## src/rtl/hazard_pkg.sv

```systemverilog
// Shared definitions for the hazard/flush controller: FSM state encodings and the pipeline NOP.
// Counter outputs are optional and appear only when HAZARD_PERF_COUNTERS_EN is defined.
package hazard_pkg;

    typedef enum logic [1:0] {
        RUN        = 2'b00,
        MEM_WAIT   = 2'b01,
        LOAD_STALL = 2'b10
    } state_t;

    localparam logic [31:0] NOP_INSTR = 32'h0000_0013;

endpackage

```

## src/rtl/sat_counter16.sv

```systemverilog
// 16-bit event counter that sticks at 0xFFFF instead of wrapping.
module sat_counter16 (
    input  logic        clk,
    input  logic        rst_n,
    input  logic        inc,
    output logic [15:0] count
);

    always_ff @(posedge clk or negedge rst_n) begin
        if (!rst_n) begin
            count <= '0;
        end else if (inc && (count != '1)) begin
            count <= count + 16'd1;
        end
    end

endmodule

```

## src/rtl/hazard_flush_controller.sv

```systemverilog
// Pipeline hazard/flush controller: stalls, redirects and deferred redirects across data-memory waits.
// Define HAZARD_PERF_COUNTERS_EN to add the FLUSH_COUNT / STALL_COUNT performance outputs.
module hazard_flush_controller
    import hazard_pkg::*;
(
    input  logic        CLK,
    input  logic        RESET_N,
    input  logic        PC_MUX_CONTROL,
    input  logic [31:0] BRANCH_OR_JUMP_ADDR,
    input  logic        LOAD_USE_HAZARD,
    input  logic        IMEM_BUSY,
    input  logic        DMEM_BUSY,
    output logic        PC_SEL,
    output logic [31:0] PC_TARGET,
    output logic        PC_WRITE_EN,
    output logic        IF_ID_WRITE_EN,
    output logic        ID_EX_WRITE_EN,
    output logic        EX_MEM_WRITE_EN,
    output logic        IF_ID_FLUSH,
    output logic        ID_EX_FLUSH
`ifdef HAZARD_PERF_COUNTERS_EN
    ,
    output logic [15:0] FLUSH_COUNT,
    output logic [15:0] STALL_COUNT
`endif
);

    state_t      state;
    state_t      state_nxt;
    logic        pending;
    logic [31:0] pending_target;
    logic        capture;
    logic        clear_pending;
    logic        if_id_hold;
    logic        id_ex_hold;

    // Outputs are decoded combinationally so a redirect or stall acts in the same cycle it is seen.
    always_comb begin
        state_nxt       = RUN;
        capture         = 1'b0;
        clear_pending   = 1'b0;
        PC_SEL          = 1'b0;
        PC_TARGET       = BRANCH_OR_JUMP_ADDR;
        PC_WRITE_EN     = 1'b1;
        if_id_hold      = 1'b0;
        id_ex_hold      = 1'b0;
        EX_MEM_WRITE_EN = 1'b1;
        IF_ID_FLUSH     = 1'b0;
        ID_EX_FLUSH     = 1'b0;

        if (DMEM_BUSY) begin
            PC_WRITE_EN     = 1'b0;
            if_id_hold      = 1'b1;
            id_ex_hold      = 1'b1;
            EX_MEM_WRITE_EN = 1'b0;
            state_nxt       = MEM_WAIT;
            capture         = PC_MUX_CONTROL && !pending;
        end else if ((state == MEM_WAIT) && pending) begin
            PC_SEL        = 1'b1;
            PC_TARGET     = pending_target;
            IF_ID_FLUSH   = 1'b1;
            ID_EX_FLUSH   = 1'b1;
            clear_pending = 1'b1;
        end else if (PC_MUX_CONTROL) begin
            PC_SEL      = 1'b1;
            IF_ID_FLUSH = 1'b1;
            ID_EX_FLUSH = 1'b1;
        end else if (LOAD_USE_HAZARD && (state != LOAD_STALL)) begin
            PC_WRITE_EN = 1'b0;
            if_id_hold  = 1'b1;
            ID_EX_FLUSH = 1'b1;
            state_nxt   = LOAD_STALL;
        end else if (IMEM_BUSY) begin
            PC_WRITE_EN = 1'b0;
            if_id_hold  = 1'b1;
        end

        // A register being flushed must be written, or the NOP never lands.
        IF_ID_WRITE_EN = !if_id_hold || IF_ID_FLUSH;
        ID_EX_WRITE_EN = !id_ex_hold || ID_EX_FLUSH;
    end

    always_ff @(posedge CLK or negedge RESET_N) begin
        if (!RESET_N) begin
            state          <= RUN;
            pending        <= 1'b0;
            pending_target <= '0;
        end else begin
            state <= state_nxt;
            if (capture) begin
                pending        <= 1'b1;
                pending_target <= BRANCH_OR_JUMP_ADDR;
            end else if (clear_pending) begin
                pending <= 1'b0;
            end
        end
    end

`ifdef HAZARD_PERF_COUNTERS_EN
    sat_counter16 u_flush_count (
        .clk   (CLK),
        .rst_n (RESET_N),
        .inc   (PC_SEL),
        .count (FLUSH_COUNT)
    );

    sat_counter16 u_stall_count (
        .clk   (CLK),
        .rst_n (RESET_N),
        .inc   (!PC_WRITE_EN),
        .count (STALL_COUNT)
    );
`endif

endmodule

```

## config.mk

```make
export PLATFORM = sky130hd
export DESIGN_NAME = hazard_flush_controller
export DESIGN_NICKNAME = d
export VERILOG_FILES = /design/src/rtl/hazard_pkg.sv /design/src/rtl/sat_counter16.sv /design/src/rtl/hazard_flush_controller.sv
export SDC_FILE = /design/constraint.sdc
export NUM_CORES = 1
export LEC_CHECK = 0
export CAP_MARGIN = 20
export CORE_MARGIN = 2
export CORE_UTILIZATION = 45
export CTS_CLUSTER_SIZE = 40
export DETAILED_ROUTE_END_ITERATION = 8
export PLACE_DENSITY_LB_ADDON = 0.12
export SLEW_MARGIN = 10
export SYNTH_ARGS = -nofsm -noshare
export SYNTH_HDL_FRONTEND = slang
export SYNTH_SLANG_ARGS = --single-unit
```

## constraint.sdc

```tcl
create_clock -name CLK -period 3.1 [get_ports CLK]
set_input_delay 0.775 -clock CLK [delete_from_list [all_inputs] [get_ports CLK]]
set_output_delay 0.775 -clock CLK [all_outputs]
set_load 0.05 [all_outputs]
```

# After elaboration in Yosys (flattened, before gate mapping)
# Cells that the tools add are included.
# Widths: inputs -> output; s select.
# op_classes
reduce_logical	9
n_eq_ne	2
muxes	30
# ops
cell	n
$mux 32	2
$mux 1	24
$mux 2	4
$logic_and 1x1->1	3
$logic_not 1->1	3
$eq 2x1->1 const B	1
$logic_or 1x1->1	2
$ne 2x2->1 const B	1
$reduce_bool 2->1	1
# word_totals
reg_bits	35
output_inout_bits	39
word_cells	44
inputBits	38

# Logic depth before layout (Yosys ltp)
# Gate-level depths: netlist of run 1.
# logic_depth
ltp_word	8
mapped_depth	5
mapped_depth_nobuf	3

# Least setup slack after synthesis of run 1
# OpenSTA, ideal clock, no wires.
# synth_path
path_type	input to output
startpoint	input port DMEM_BUSY
endpoint	output port IF_ID_WRITE_EN
slack_ns	0.395
required_ns	2.325
arrival_time_ns	1.930
n_path_buf	2
stages	5
cell_sequence	buf_6 -> nor4bb_4 -> buf_6 -> a21o_2 -> or2_2
# synth_via
elab_cells_between_ends	4
classes_between	2 x mux; 2 x reduce/logical
# synth_lines
item	line	source
from (decl)	hazard_flush_controller.sv:12	input logic DMEM_BUSY,
$mux 1	hazard_flush_controller.sv:51	if (DMEM_BUSY) begin
via IF_ID_FLUSH	hazard_flush_controller.sv:19	output logic IF_ID_FLUSH,
$logic_or 1x1->1	hazard_flush_controller.sv:79	IF_ID_WRITE_EN = !if_id_hold || IF_ID_FLUSH;
to (decl)	hazard_flush_controller.sv:16	output logic IF_ID_WRITE_EN,
# The timed path passes the listed nets, and every way through them passes these cells.

# Worst setup path in the final report of run 1
# layout_path
startpoint	input port DMEM_BUSY
endpoint	output port PC_TARGET[16]
# layout_via
elab_chain_cells	1
# layout_rtl
item	line	source
$mux 32	hazard_flush_controller.sv:51	
to (decl)	hazard_flush_controller.sv:14	output logic [31:0] PC_TARGET,
# Every way passes these cells.

==> impl_results.md, run 1 <==
* Status: finished clean
* Area growth from synthesis to layout at 47.7%
* Xor/xnor cell area share of the yosys netlist at 0%
* Chip width at around 70 µm
* Kind of critical path: in -> out
* Root Driver: clkbuf_8
* Initial Util at between 40 and 50%
* # fillers at ~290
* CTS tree: done
* Global-route wire length before repair at 7.01 mm
* Synth Area in Compound Gates at under 10%
* Syn nets at about 160
* Skew final at 0.00651 ns
* Data arrival, critical path at between 2 and 2.5 ns
* Pre-Repair DR Iteration Count at 4
* CTS Hold Buffers Added at 0
* Drt drc at 0
* Flop2flop setup slack at between 1.5 and 2 ns
* CP Launch Type: input port
* Die Height at just under 70 µm
* Detailed Route Iter0 Violations at between 50 and 60
* Post-detail-place hpwl at slightly above 3 mm
* Power Dens Cells at 765 nW/µm²
* CTS max path bufs at 2
* Post-Synth Simple-Gate Area at roughly 3.4%
* Min Hold Slack at around 0.51 ns
* # Max-Cap Violations at 0
* Max-slew violations at 0
* Area share of the largest cell type after synthesis at about 45%
* Core box area at between 4000 and 5000 µm²
* Inserted Clock Buffers at 5
* Synth Area per Inst at 15.4 µm²
* Largest net degree at the start of global routing at 36
* Fin. Hold Viols at 0
* Post-Synthesis Cells at about 130
* Post-route ant nets at 0
* RSZ-0062 raised after global routing: false
* Largest family of logic cells by synthesized area: multiplexers
* Top Ports at 77
* Critical Path RT at around 2.3 ns
* Via density at 4.98
* Initial antenna violation count at 0
* Die area at about 4800 µm²
* Row count at 23
* Multiplexer area fraction after synthesis at approximately 43%
* Total grt overflow at 0
* Worst vdd ir at 0.000434 V
* Proportion of layout cells with a drive suffix above 1 at between 50% and 60%
* Unique masters post-synth at 21
* N_diodes at 0
* Synth async-reset ratio at 100%
* Number of enable flip-flop cells after synthesis at 0
* H-tree Lvls at 2
* Final setup viols at 0
* Worst-path clk slew at ~0.07 ns
* Slew margin rel. at between 40% and 50%
* Post-synthesis sequential area ratio at between 40% and 50%
* GP Congestion at 0.709
* Drt wl/cell at roughly 16 µm
* Crit end category: output pin
* Vias in the first global route at roughly 1500
* Post-synth top cells: dfrtp_1, mux2_2, mux2_4
* # port buffers at 76
* Layout Utilization at a little over two thirds
* Worst Tran Pin Value at roughly 0.79 ns
* CP max FO at 8
* Leakage at around 0.0013 µW
* Synth top area cells: dfrtp_1, mux2_4, mux2_2, buf_12, nor4bb_4
* Hold WC Path Type: reg -> reg
* Overall global routing resource usage at between 10% and 20%
* Total Wirelength at 4.03 mm
* Highest Clock Rate at 335 MHz
* Post-synthesis adder-cell area fraction at 0%
* Syn Std Cell Area at around 1900 µm²
* Final Cycle Share at a little over nine tenths
* Clock insertion delay at the later pin of the skew report at 0.28 ns
* Vias at between 1000 and 1500
* YS warnings at 0
* Synth area leader: dfrtp_1
* Commonest register cell after synthesis: dfrtp_1
* Fin nets at 247
* Min Tclk post-route at between 2 and 3 ns
* Post-synthesis register bit count at 35
* CTS sink count at 35
[cells in the final DEF (no fill, tap or decap), drive strengths merged]
| master | count |
|---|---|
| nor3 | 1 |
| a21oi | 2 |
| buf | 49 |
| a211oi | 1 |
| a21o | 1 |
| o21ai | 1 |
| inv | 3 |
| o21a | 1 |
| nand3 | 1 |
| or2 | 2 |
| nand2 | 1 |
| clkinv | 1 |
| dfrtp | 35 |
| clkinvlp | 1 |
| dlygate4sd2 | 1 |
| mux2 | 64 |
| nand2b | 1 |
| clkdlybuf4s50 | 35 |
| nor2 | 1 |
| o211ai | 1 |
| nor4bb | 1 |
| clkbuf | 6 |
[layout make-up]
type | instances | area (µm²) | share of cell area (%)
Inverter | 3 | 11.3 | 0.394
Sequential cell | 35 | 876 | 30.6
Clock inverter | 2 | 12.5 | 0.438
Clock buffer | 6 | 72.6 | 2.54
Tap cell | 50 | 62.6 | 2.19
Timing Repair Buffer | 85 | 881 | 30.8
Multi-Input combinational cell | 79 | 942 | 33.0
[power breakdown]
part           internal (µW)  switching [µW]  total [µW]  leakage, µW
clock                    157             160         317    0.0000412
sequential               678             118         796     0.000416
combinational            540             533        1070     0.000846
total                   1370             811        2190      0.00130
[cell families after synthesis]
family | after synthesis
buffers and inverters | 12
muxes | 64
and+or+nand+nor | 8
AOI/OAI and AO/OA | 7
DFF | 35
[final timing paths]
path                                               start                              to  depth (start not counted)
max                                            DMEM_BUSY                   PC_TARGET[16]                          6
min in group asynchronous                        RESET_N  pending_target[24]$_DFFE_PN0P_                          1
min reg2reg                pending_target[8]$_DFFE_PN0P_   pending_target[8]$_DFFE_PN0P_                          1
max reg2reg                          pending$_DFFE_PN0P_   pending_target[9]$_DFFE_PN0P_                          4
min                        pending_target[8]$_DFFE_PN0P_   pending_target[8]$_DFFE_PN0P_                          1
max in group asynchronous                        RESET_N  pending_target[26]$_DFFE_PN0P_                          1
[per-layer routing]
layer,wire [µm],GRT usage [%]
met5,0,0
met4,17,5.23
met3,261,5.09
met2,2180,32.9
met1,1580,20.5
[state kept, by name, indices dropped and copies added (netlist names)]
| register | cells |
|---|---|
| pending_target | 32 |
| state | 2 |
| pending | 1 |
[worst max-delay path, cell delays in order]
cell	delay (ns)
dlygate4sd2_1	0.26
nor4bb_4	0.36
buf_6	0.19
buf_12	0.14
mux2_4	0.30
buf_4	0.19
[repair_timing]
item                       CTS  global route
resized for setup            6             0
setup endpoints to repair   31             0
setup buffers                1             0
[per-stage QoR]
step | std cells | setup slack (ns) | cell area (µm²) | TNS, ns | power [µW]
final | 260 | 0.111 | 2860 | 0 | 2190
after global routing | 260 | 0.0474 | 2860 | 0 | 2310
after CTS | 260 | 0.111 | 2860 | 0 | 2210
after detailed placement | 251 | -0.0995 | 2750 | -2.29 | 1880
after global placement | 251 | -0.0685 | 2750 | -1.58 | 1820
after floorplan | 126 | 0.395 | 1930 | 0 | 1550
(Power assumes the default switching activity.)
==> run 2: changes to the inputs <==
--- a/config.mk
+++ b/config.mk
@@ -10,7 +10,9 @@
 export CORE_UTILIZATION = 45
 export CTS_CLUSTER_SIZE = 40
 export DETAILED_ROUTE_END_ITERATION = 8
+export MAX_ROUTING_LAYER = met4
 export PLACE_DENSITY_LB_ADDON = 0.12
+export RECOVER_POWER = 50
 export SLEW_MARGIN = 10
 export SYNTH_ARGS = -nofsm -noshare
 export SYNTH_HDL_FRONTEND = slang
==> impl_results.md, run 2 (synthesis gave the netlist of run 1 again) <==
* Status: finished, violations left
* Failing checks: capacitance limit, slew limit
* Largest net degree at the start of global routing at 36 (unchanged)
* Worst-path clk slew at 0.07 ns (about the same)
* Commonest non-fill, non-tap cells in the layout: mux2_2, dfrtp_1, clkdlybuf4s50_1
* Power Dens Cells at 767 nW/µm² (+0.37%)
* Slowest stage delay, CP at 0.36 ns (about the same)
* Slew margin rel. at -22.6% (-70 points)
* Worst Tran Pin Value at 1.84 ns (+1.04 ns)
* Die Height at 69.6 µm (unchanged)
* Pre-Repair DR Iteration Count at 3 (-1)
* CTS Hold Buffers Added at 0 (unchanged)
* Clock insertion delay at the later pin of the skew report at 0.28 ns (about the same)
* CP max FO at 8 (unchanged)
* Row count at 23 (unchanged)
* Leakage at 0.00129 µW (-1.0%)
* Top delay family on crit path: buffers and inverters
* # fillers at 291 (+2.1%)
* Post-route ant nets at 0 (unchanged)
* RSZ-0062 raised after global routing: false
* Drt drc at 0 (unchanged)
* DP Cell Count at 251 (unchanged)
* Final setup viols at 0 (unchanged)
* Highest Clock Rate at 335 MHz (about the same)
* GP Congestion at 0.717 (+1.1%)
* Data arrival, critical path at 2.21 ns (about the same)
* Cell area after placement at 2750 µm² (unchanged)
* Post-route cell area at 2830 µm² (-0.88%)
* Layout Cells excl Fill at 260 (unchanged)
* Hold WC Path Type: reg -> reg
* Root Driver: clkbuf_8
* Seq pwr share at 36.6% (+0.2 points)
* Crit end category: output pin
* Post-detail-place hpwl at 3.09 mm (unchanged)
* Global-route wire length before repair at 6.99 mm (-0.30%)
* Core box area at 4060 µm² (unchanged)
* Critical-path cell list: dlygate4sd2_1 -> nor4bb_4 -> buf_6 -> buf_12 -> mux2_4 -> buf_4
* N_diodes at 0 (unchanged)
* Kind of critical path: in -> out
* Overall global routing resource usage at 18.6% (+0.49 points)
* Area growth from synthesis to layout at 46.4%
* Initial Util at 47.7% (unchanged)
* Vias in the first global route at 1495 (+0.47%)
* CTS tree: done
* Vias at 1292 (-0.15%)
* Biggest regs: pending_target: 32 flops, state: 2 flops, pending: 1 flops
* Total Wirelength at 4.00 mm (-0.69%)
* Proportion of layout cells with a drive suffix above 1 at 58.1% (-1.4 points)
* CTS sink count at 35 (unchanged)
* # Max-Cap Violations at 1 (+1)
* CP Launch Type: input port
* Cell Int Power at 1370 µW (-0.55%)
* Max-slew violations at 36 (+36)
* # port buffers at 76 (unchanged)
* Max FFs per register at 32 (unchanged)
* Final Cycle Share at 96.4% (about the same)
* Die area at 4840 µm² (unchanged)
* Drt wl/cell at 15.4 µm (-0.69%)
* Min Tclk post-route at 2.99 ns (-0.0000770 ns)
* Fin. Hold Viols at 0 (unchanged)
* Biggest register: pending_target
* Inserted Clock Buffers at 5 (unchanged)
* Fin nets at 247 (unchanged)
* Initial antenna violation count at 0 (unchanged)
* Chip width at 69.6 µm (unchanged)
* Skew final at 0.00526 ns (-0.00126 ns)
* Clk pwr share at 14.5% (about the same)
* Critical Path RT at 2.32 ns (about the same)
* Combinational share of power at 48.9% (-0.2 points)
* CTS max path bufs at 2 (unchanged)
* H-tree Lvls at 2 (unchanged)
* Sw Ratio at 37.1% (about the same)
* Via density at 4.97 (-0.15%)
* CP max stage cell: nor4bb_4
* Worst vdd ir at 0.000434 V (about the same)
* Top Ports at 77 (unchanged)
* Detailed Route Iter0 Violations at 58 (+9.4%)
* Sw Pwr at 807 µW (-0.44%)
* Worst Path Buf+Inv at 4 (unchanged)
* Total grt overflow at 0 (unchanged)
* Layout Utilization at 69.8% (-0.62 points)
-- run 2: cell count changes in the layout (fill, tap and decap cells not counted), sizes merged --
| cell | before | now |
|---|---|---|
| buf | 49 | 46 |
| dlygate4sd3 | 0 | 2 |
| clkbuf | 6 | 9 |
| clkdlybuf4s50 | 35 | 33 |
-- run 2: power groups by stage --
stage	Combinational [µW]	Clock [µW]	Sequential [µW]
finish	1060	316	796
global route	1120	351	824
floorplan	791	0	762
detailed placement	1070	0	804
global placement	1040	0	783
CTS	1090	327	796
-- run 2: layout make-up --
cell class              count  area (µm²)  share of cell area (%)
clock buffers               6        72.6                    2.56
clock inverters             2        12.5                   0.442
inverters                   3        11.3                   0.398
multi-input cells          79         937                    33.1
flip-flops and latches     35         876                    30.9
well taps                  50        62.6                    2.21
repair buffers             85         861                    30.4
-- run 2: path summary, 6_finish.rpt --
check / startpoint / slack, ns / endpoint / depth (start not counted)
setup / recovery: DMEM_BUSY / 0.11 / PC_TARGET[16] / 6
hold / removal: pending_target[8]$_DFFE_PN0P_ / 0.51 / pending_target[8]$_DFFE_PN0P_ / 1
setup reg to reg: pending$_DFFE_PN0P_ / 1.33 / pending_target[12]$_DFFE_PN0P_ / 4
hold reg to reg: pending_target[8]$_DFFE_PN0P_ / 0.51 / pending_target[8]$_DFFE_PN0P_ / 1
max in group asynchronous: RESET_N / 1.05 / pending_target[26]$_DFFE_PN0P_ / 1
min in group asynchronous: RESET_N / 0.99 / pending_target[24]$_DFFE_PN0P_ / 1
-- run 2: repair_timing --
action | in CTS | in global routing
buffers inserted | 1 | 0
endpoints found under the setup margin | 31 | 0
gates resized for setup | 6 | 0
-- run 2: per-stage QoR --
| stage | hold WS, ns | power (µW) | worst slack, ns | setup TNS [ns] |
|---|---|---|---|---|
| 2_1_floorplan | 0.474 | 1550 | 0.395 | 0 |
| 3_3_place_gp | 0.483 | 1820 | -0.0685 | -1.58 |
| 3_5_place_dp | 0.497 | 1880 | -0.0995 | -2.29 |
| 4_1_cts | 0.513 | 2210 | 0.111 | 0 |
| 5_1_grt | 0.528 | 2300 | 0.0490 | 0 |
| 6_report | 0.510 | 2170 | 0.111 | 0 |
-- run 2: metal layers --
layer	part of all wire, %	global-route usage (%)	up-vias	wire length [µm]
met5	0	-	-	0
met4	0.77	5.23	0	31
met3	6.3	4.65	5	253
met2	54	32.5	45	2150
met1	39	21.1	629	1570
li1	-	-	613	-
==> run 3: changes to the inputs <==
--- a/config.mk
+++ b/config.mk
@@ -6,7 +6,7 @@
 export NUM_CORES = 1
 export LEC_CHECK = 0
 export CAP_MARGIN = 20
-export CORE_MARGIN = 2
+export CORE_MARGIN = 3
 export CORE_UTILIZATION = 45
 export CTS_CLUSTER_SIZE = 40
 export DETAILED_ROUTE_END_ITERATION = 8
==> impl_results.md, run 3 (synthesis gave the netlist of run 1 again) <==
* Status: finished, violations left
* Failing checks: capacitance limit, slew limit
* GP Congestion at 0.709 (-1.1%)
* Total grt overflow at 0 (unchanged)
* Die area at 5120 µm² (+5.8%)
* Worst Tran Pin Value at 1.86 ns (+0.0255 ns)
* Root Driver: clkbuf_8
* Power Dens Cells at 763 nW/µm² (-0.52%)
* Worst setup margin at 0.0510 ns (-0.0601 ns)
* N_diodes at 0 (unchanged)
* H-tree Lvls at 2 (unchanged)
* Worst vdd ir at 0.000402 V (-7.3%)
* Min Hold Slack at 0.506 ns (-0.00392 ns)
* Drt drc at 0 (unchanged)
* Layout Utilization at 71.4% (+1.6 points)
* Proportion of layout cells with a drive suffix above 1 at 57.4% (-0.68 points)
* Initial Util at 47.3% (-0.34 points)
* Cell area after placement at 2780 µm² (+1.1%)
* Vias in the first global route at 1374 (-8.1%)
* Row count at 23 (unchanged)
* Drt wl/cell at 16.0 µm (+3.7%)
* Top Ports at 77 (unchanged)
* CTS sink count at 35 (unchanged)
* Final Cycle Share at 98.4% (+1.9 points)
* Final setup viols at 0 (unchanged)
* Biggest regs: pending_target: 32 flops, state: 2 flops, pending: 1 flops
* CTS max path bufs at 2 (unchanged)
* Chip width at 71.6 µm (+2.9%)
* Biggest register: pending_target
* Crit end category: output pin
* Largest net degree at the start of global routing at 36 (unchanged)
* Fin. Hold Viols at 0 (unchanged)
* CP Launch Type: input port
* Clock insertion delay at the later pin of the skew report at 0.28 ns (about the same)
* Pre-CTS setup slack at -0.133 ns (-0.0338 ns)
* Leakage at 0.00132 µW (+2.4%)
* Total Wirelength at 4.14 mm (+3.3%)
* Min Tclk post-route at 3.05 ns (+0.0601 ns)
* Vias at 1294 (+0.15%)
* Slew margin rel. at -24.3% (-1.7 points)
* Skew final at 0.00114 ns (-0.00411 ns)
* Setup TNS at 0 ns (unchanged)
* # fillers at 285 (-2.1%)
* Post-route ant nets at 0 (unchanged)
* Global-route wire length before repair at 6.51 mm (-6.9%)
* Inserted Clock Buffers at 5 (unchanged)
* Hold WC Path Type: reg -> reg
* Post-detail-place hpwl at 3.08 mm (-0.48%)
* Flop2flop setup slack at 1.12 ns (-0.21 ns)
* # port buffers at 76 (unchanged)
* Commonest non-fill, non-tap cells in the layout: mux2_2, dfrtp_1, clkdlybuf4s50_1
* Max FFs per register at 32 (unchanged)
* Pre-Repair DR Iteration Count at 2 (-1)
* CTS tree: done
* Highest Clock Rate at 328 MHz (-2.0%)
* RSZ-0062 raised after global routing: false
* Detailed Route Iter0 Violations at 52 (-10%)
* CP max FO at 8 (unchanged)
* Core box area at 4090 µm² (+0.71%)
* Die Height at 71.6 µm (+2.9%)
* Post-route cell area at 2920 µm² (+3.0%)
* Worst-path clk slew at 0.07 ns (about the same)
* Area growth from synthesis to layout at 50.8%
* # Max-Cap Violations at 1 (unchanged)
* Fin nets at 247 (unchanged)
* Via density at 5.00 (+0.54%)
* Max-slew violations at 36 (unchanged)
* Kind of critical path: in -> out
* Overall global routing resource usage at 17.3% (-1.3 points)
* Data arrival, critical path at 2.27 ns (+0.06 ns)
* Critical Path RT at 2.32 ns (about the same)
* Initial antenna violation count at 0 (unchanged)
## run 3: timing repair
| action | in CTS | in global routing |
|---|---|---|
| setup buffers | 1 | 0 |
| cloned | 1 | 0 |
| pin swaps | 1 | 0 |
| hold buffers | 0 | 0 |
| endpoints found under the setup margin | 32 | 8 |
| gates resized for setup | 1 | 8 |
## run 3: cell type report
type / count / area, µm² / area share, %
Inverter: 3 / 11.3 / 0.386
Tap cell: 50 / 62.6 / 2.15
Timing Repair Buffer: 85 / 942 / 32.3
Multi-Input combinational cell: 79 / 937 / 32.1
Clock buffer: 6 / 82.6 / 2.83
Clock inverter: 1 / 5.00 / 0.172
Sequential cell: 35 / 876 / 30.0
## run 3: power by group
part / internal, µW / switching, µW
logic: 569 / 535
registers: 678 / 116
clock network: 174 / 155
## run 3: final timing paths
check / startpoint / depth (start not counted) / to
min: pending_target[1]$_DFFE_PN0P_ / 1 / pending_target[1]$_DFFE_PN0P_
max: DMEM_BUSY / 6 / PC_TARGET[23]
min reg2reg: pending_target[1]$_DFFE_PN0P_ / 1 / pending_target[1]$_DFFE_PN0P_
min in group asynchronous: RESET_N / 1 / pending_target[3]$_DFFE_PN0P_
max in group asynchronous: RESET_N / 1 / pending_target[25]$_DFFE_PN0P_
max reg2reg: pending$_DFFE_PN0P_ / 4 / pending_target[18]$_DFFE_PN0P_
## run 3: critical path, cell delays in order
cell and delay, ns:
dlygate4sd2_1 0.27, nor4bb_4 0.29, buf_4 0.19, bufbuf_16 0.28, mux2_4 0.31, buf_6 0.15
## run 3: stage by stage
| stage | power (µW) | std cells |
|---|---|---|
| 4_1_cts | 2240 | 259 |
| 3_3_place_gp | 1840 | 250 |
| 5_1_grt | 2340 | 259 |
| 6_report | 2230 | 259 |
| 3_5_place_dp | 1890 | 250 |
| 2_1_floorplan | 1550 | 126 |
## run 3: per-layer routing
metal / part of all wire, % / global-route usage [%] / up-vias
met5: 0 / - / -
met4: 1.3 / 5.64 / 0
met3: 6.8 / 6.03 / 7
met2: 52 / 28.3 / 45
met1: 40 / 19.8 / 628
li1: - / - / 614
